===== config.mk =====
export PLATFORM = sky130hd
export DESIGN_NAME = writeback_regfile
export DESIGN_NICKNAME = d
export VERILOG_FILES = /design/src/rtl/writeback_regfile.sv
export SDC_FILE = /design/constraint.sdc
export NUM_CORES = 2
export LEC_CHECK = 0
export CAP_MARGIN = 20
export CELL_PAD_IN_SITES_DETAIL_PLACEMENT = 0
export CELL_PAD_IN_SITES_GLOBAL_PLACEMENT = 1
export CORE_ASPECT_RATIO = 1.2
export CORE_UTILIZATION = 50
export CTS_BUF_LIST = sky130_fd_sc_hd__clkbuf_4
export CTS_CLUSTER_DIAMETER = 120
export DETAILED_ROUTE_END_ITERATION = 8
export PLACE_DENSITY_LB_ADDON = 0.15
export SLEW_MARGIN = 40
export SYNTH_ARGS = -nofsm -noshare
export SYNTH_HDL_FRONTEND = slang
export SYNTH_SLANG_ARGS = --single-unit

===== constraint.sdc =====
create_clock -name clock -period 7.78 [get_ports clock]
set_clock_uncertainty 0.2 [all_clocks]
set_input_delay 0.778 -clock clock [delete_from_list [all_inputs] [get_ports clock]]
set_output_delay 0.778 -clock clock [all_outputs]
set_load 0.02 [all_outputs]

===== src/rtl/writeback_regfile.sv =====
// Y86-64 writeback stage: W pipeline register, 15-entry register file with
// two write ports (E, M), two combinational read ports, and the sticky halt flag.
module writeback_regfile #(
    parameter int WIDTH = 64,
    parameter int NREG  = 15
) (
    input  logic             clock,
    input  logic             reset,
    input  logic [3:0]       m_stat,
    input  logic [3:0]       m_icode,
    input  logic [3:0]       m_dstE,
    input  logic [3:0]       m_dstM,
    input  logic [WIDTH-1:0] m_valE,
    input  logic [WIDTH-1:0] m_valM,
    input  logic             W_stall,
    input  logic             W_bubble,
    input  logic [3:0]       srcA,
    input  logic [3:0]       srcB,
    output logic [WIDTH-1:0] rvalA,
    output logic [WIDTH-1:0] rvalB,
    output logic [3:0]       W_icode,
    output logic [3:0]       W_dstE,
    output logic [3:0]       W_dstM,
    output logic [WIDTH-1:0] W_valE,
    output logic [WIDTH-1:0] W_valM,
    output logic [3:0]       stat,
    output logic             halted
);
    localparam logic [3:0] RNONE    = 4'hF;
    localparam logic [3:0] STAT_AOK = 4'd1;
    localparam logic [3:0] I_NOP    = 4'd1;

    logic [WIDTH-1:0] r_regs [NREG];
    logic [3:0]       r_W_stat;
    logic [3:0]       r_W_icode;
    logic [3:0]       r_W_dstE;
    logic [3:0]       r_W_dstM;
    logic [WIDTH-1:0] r_W_valE;
    logic [WIDTH-1:0] r_W_valM;
    logic             r_halted;

    logic w_ok;
    assign w_ok = (r_W_stat == STAT_AOK);

    always_ff @(posedge clock) begin
        if (reset) begin
            for (int i = 0; i < NREG; i++) r_regs[i] <= '0;
            r_W_stat  <= STAT_AOK;
            r_W_icode <= I_NOP;
            r_W_dstE  <= RNONE;
            r_W_dstM  <= RNONE;
            r_W_valE  <= '0;
            r_W_valM  <= '0;
            r_halted  <= 1'b0;
        end else if (!r_halted) begin
            if (!w_ok) begin
                // Faulting entry stays in W so stat keeps reporting its code.
                r_halted <= 1'b1;
            end else begin
                // Port M is assigned last so it wins when both target one register.
                if (r_W_dstE != RNONE) r_regs[r_W_dstE] <= r_W_valE;
                if (r_W_dstM != RNONE) r_regs[r_W_dstM] <= r_W_valM;
                if (!W_stall) begin
                    if (W_bubble) begin
                        r_W_stat  <= STAT_AOK;
                        r_W_icode <= I_NOP;
                        r_W_dstE  <= RNONE;
                        r_W_dstM  <= RNONE;
                        r_W_valE  <= '0;
                        r_W_valM  <= '0;
                    end else begin
                        r_W_stat  <= m_stat;
                        r_W_icode <= m_icode;
                        r_W_dstE  <= m_dstE;
                        r_W_dstM  <= m_dstM;
                        r_W_valE  <= m_valE;
                        r_W_valM  <= m_valM;
                    end
                end
            end
        end
    end

    // Reads see array state only; same-cycle writes are covered by decode forwarding.
    assign rvalA   = (srcA == RNONE) ? '0 : r_regs[srcA];
    assign rvalB   = (srcB == RNONE) ? '0 : r_regs[srcB];
    assign W_icode = r_W_icode;
    assign W_dstE  = r_W_dstE;
    assign W_dstM  = r_W_dstM;
    assign W_valE  = r_W_valE;
    assign W_valM  = r_W_valM;
    assign stat    = r_W_stat;
    assign halted  = r_halted;
endmodule


==> impl_results.md <==
* CP startpoint: srcA[0]
* PD cells at roughly 200 mW/mm^2
* Failing checks: DRC
* Via density at 7.19
* Hold path cells at 3
* Leakage at about 25 nW
* Clock Sinks at between 1,000 and 1,500
* Largest net degree at the start of global routing at between 150 and 200
* DRC Markers at 2
* CP bufs+invs at 4
* Min cycle time layout at between 5 and 6 ns
* Commonest non-fill, non-tap cell in the layout: edfxtp_1
* First-pass GRT wire length at around 370,000 um
* Crit path cell chain: clkdlybuf4s50_1 -> and3b_4 -> buf_4 -> buf_4 -> a221oi_1 -> o21ai_0 -> clkdlybuf4s50_1
* Final core utilization at 59.3%
* Placer Congestion at between 0.8 and 0.9
* Die Ht at 389 um
* Layout cells sized above 1 at ~18%
* Initial Util at 50.5%
* Area contributors post-synth: edfxtp_1 (46%), mux4_2 (9.3%), a22oi_1 (6.1%)
* Final worst setup slack at approximately 2.0 ns
* #FFs+latches synth at 1,105
* Async S/R FF share, synth at 0%
* Crit-path leading delay family: buffers and inverters
* Worst-Margin Slew at between 0.9 and 1 ns
* Worst hold path class: input port to flop
* Antenna viol nets, final at 0
* Max_slew headroom at a little over a third
* Placed Cells at between 6,000 and 7,000
* Critical Path RT at roughly 6.8 ns
* Cts bufs inserted at around 310
* Post-DP HPWL at 135,000 um
* Mapped Nets at 5,569
* First-pass iteration count of the detailed router at 9
* Max Fclk at between 0.15 and 0.2 GHz
* Layout Nets at roughly 5,800
* Commonest non-fill, non-tap cells in the layout: edfxtp_1 (960), nand2_1 (519), a22oi_1 (509)
* Top FF cell, synth: edfxtp_1
* Crit-path slowest cell: clkdlybuf4s50_1
* R2R Path Start: stat[2]
* Max Cap Viol at 0
* Number of fill cells at between 9,000 and 10,000
* Synth Area per Inst at about 12 sq um
* Root buf cell: clkbuf_4
* Number of global-route vias before repair at roughly 53,000
* Post-DR wirelength/cell at ~34 um
* Drt first-iter violations at a little over 8,000
* FF+latch area at between 0.03 and 0.04 sq mm
* Final worst path period share at 73.9%
* Multi-input logic area at roughly 0.028 sq mm
* Fin Hold WS at 0.130 ns
* Clock Pin Slew Worst Setup and Hold Paths at approximately 0.060 ns
* Syn Inst Count at between 5,000 and 6,000
* CTS tree: yes
* Worst-Skew Late Latency at about 1.3 ns
* Total gr overflow at 0
* Crit path DAT at around 4.8 ns
* Post-synth EDFFs at 960
* Setup slack at placement at 2.16 ns
* Unique cell type count in the Yosys netlist at 58
* Final Hold Fails at 0
* Setup TNS Final at 0 ns
* Reg2reg path depth at 7
* Total track usage at about two fifths
* Clock Tree Buf Depth at 4
* Slew Limit Fails at 0
* Non-filler instance count after layout at between 7,000 and 8,000
* Register area share after synthesis at 50.9%
* Antenna violations before repair at 9
* Synth Warn # at 0
* Worst Hold Launch: W_bubble
* Area leader, netlist: edfxtp_1
* # IOs at 429
* CP endpoint kind: output pin
* Die Width at roughly 320 um
* Crit path kind: input port to output pin
* Via count at about 54,000
* Num rows at ~140
* Die area at roughly 0.13 sq mm
* Layout area overhead at 17.3%
* Post-Synthesis Cell Area at about 0.062 sq mm
* Final Setup Violations at 0
* Maximum VDD drop at between 0.1 and 0.15 mV
* Routed WL at around 260,000 um
* # port buffers at about 430
* Share of the synthesized area in the top cell type at a little under half
* Setup bufs post-CTS at 0
* CP peak stage delay at between 0.9 and 1 ns
* Crit start category: input port
* H-tree depth at 5
* WP depth at 7
* Core region area at 0.123 sq mm
* CP max FO at 36
* Run status: finished with violations
* Unrepaired setup endpoints after global routing: no
==> timing repair <==
| action | in CTS | in global routing |
|---|---|---|
| hold buffers | 144 | 0 |
| hold endpoints to repair | 143 | 0 |
| gates resized for setup | 0 | 0 |
==> cells by family (layout without fill, tap and decap cells) <==
| group | after synthesis | after routing | share of synthesized area [%] |
|---|---|---|---|
| other cells | 0 | 7 | 0 |
| buf+inv | 833 | 1326 | 5.61 |
| flops | 1105 | 1105 | 50.9 |
| simple gates | 1197 | 1197 | 8.48 |
| mux | 640 | 640 | 15.6 |
| compound gates | 1638 | 1638 | 19.4 |
==> metrics by stage <==
step / total power [mW] / area (sq um)
final: 14.8 / 73100
after global placement: 9.29 / 66900
after detailed placement: 9.34 / 67600
after CTS: 14.8 / 72900
after global routing: 15.2 / 73100
after floorplan: 8.31 / 62300
==> path summary, 6_finish.rpt <==
path               endpoint  slack, ns
max                rvalA[3]       2.03
min              W_valM[22]       0.13
min reg2reg      W_icode[1]       0.26
max reg2reg  r_regs[12][10]       3.53
==> Yosys cell counts (4+ instances only) <==
cell,instances
nor2b_1,7
clkbuf_1,454
o31ai_1,129
buf_2,163
mux4_2,257
a21oi_1,140
mux2i_1,320
o21ai_0,136
inv_1,67
nor2_1,471
a22o_1,320
dfxtp_1,145
mux2_2,63
a32oi_1,64
nand3b_1,133
o221ai_1,64
a22oi_1,509
buf_6,18
o21ai_2,6
edfxtp_1,960
o22ai_1,126
a31oi_1,4
a211o_1,6
buf_1,120
nand2_1,521
nand2b_1,10
a221oi_1,62
o21ai_1,4
nor3_2,10
o211ai_1,63
nor3_1,14
buf_4,7
==> per-layer routing <==
layer	vias to the layer above	wire, um	global-route usage, %
met5	-	13	0
met4	2	14500	21.2
met2	4818	116000	61.6
li1	21900	-	-
met1	26600	90700	52.3
met3	983	37100	11.0
==> power by group <==
group          internal (mW)  switching [mW]
Clock                   2.91            2.56
Combinational          0.836            1.51
Sequential              6.69           0.330
Total                   10.4            4.40
==> flip-flops by register name (all words and copies together), names as in the netlist <==
register / flops
W_valM: 64
W_dstE: 4
W_icode: 4
halted: 1
stat: 4
W_valE: 64
r_regs: 960
W_dstM: 4
==> layout make-up <==
class	count	area share, %
inverter	68	0.353
sequential	1105	43.4
antenna	7	0.0240
multi-input combinational	3475	37.7
clock inverter	48	0.363
timing repair buffer	725	10.4
tap	1644	2.81
clock buffer	485	4.98
==> worst min-delay path, stage by stage <==
cell	delay (ns)
buf_4	0.32
nand3b_1	0.28
a21oi_1	0.13
Note: power is estimated with default switching activity, not from simulation.
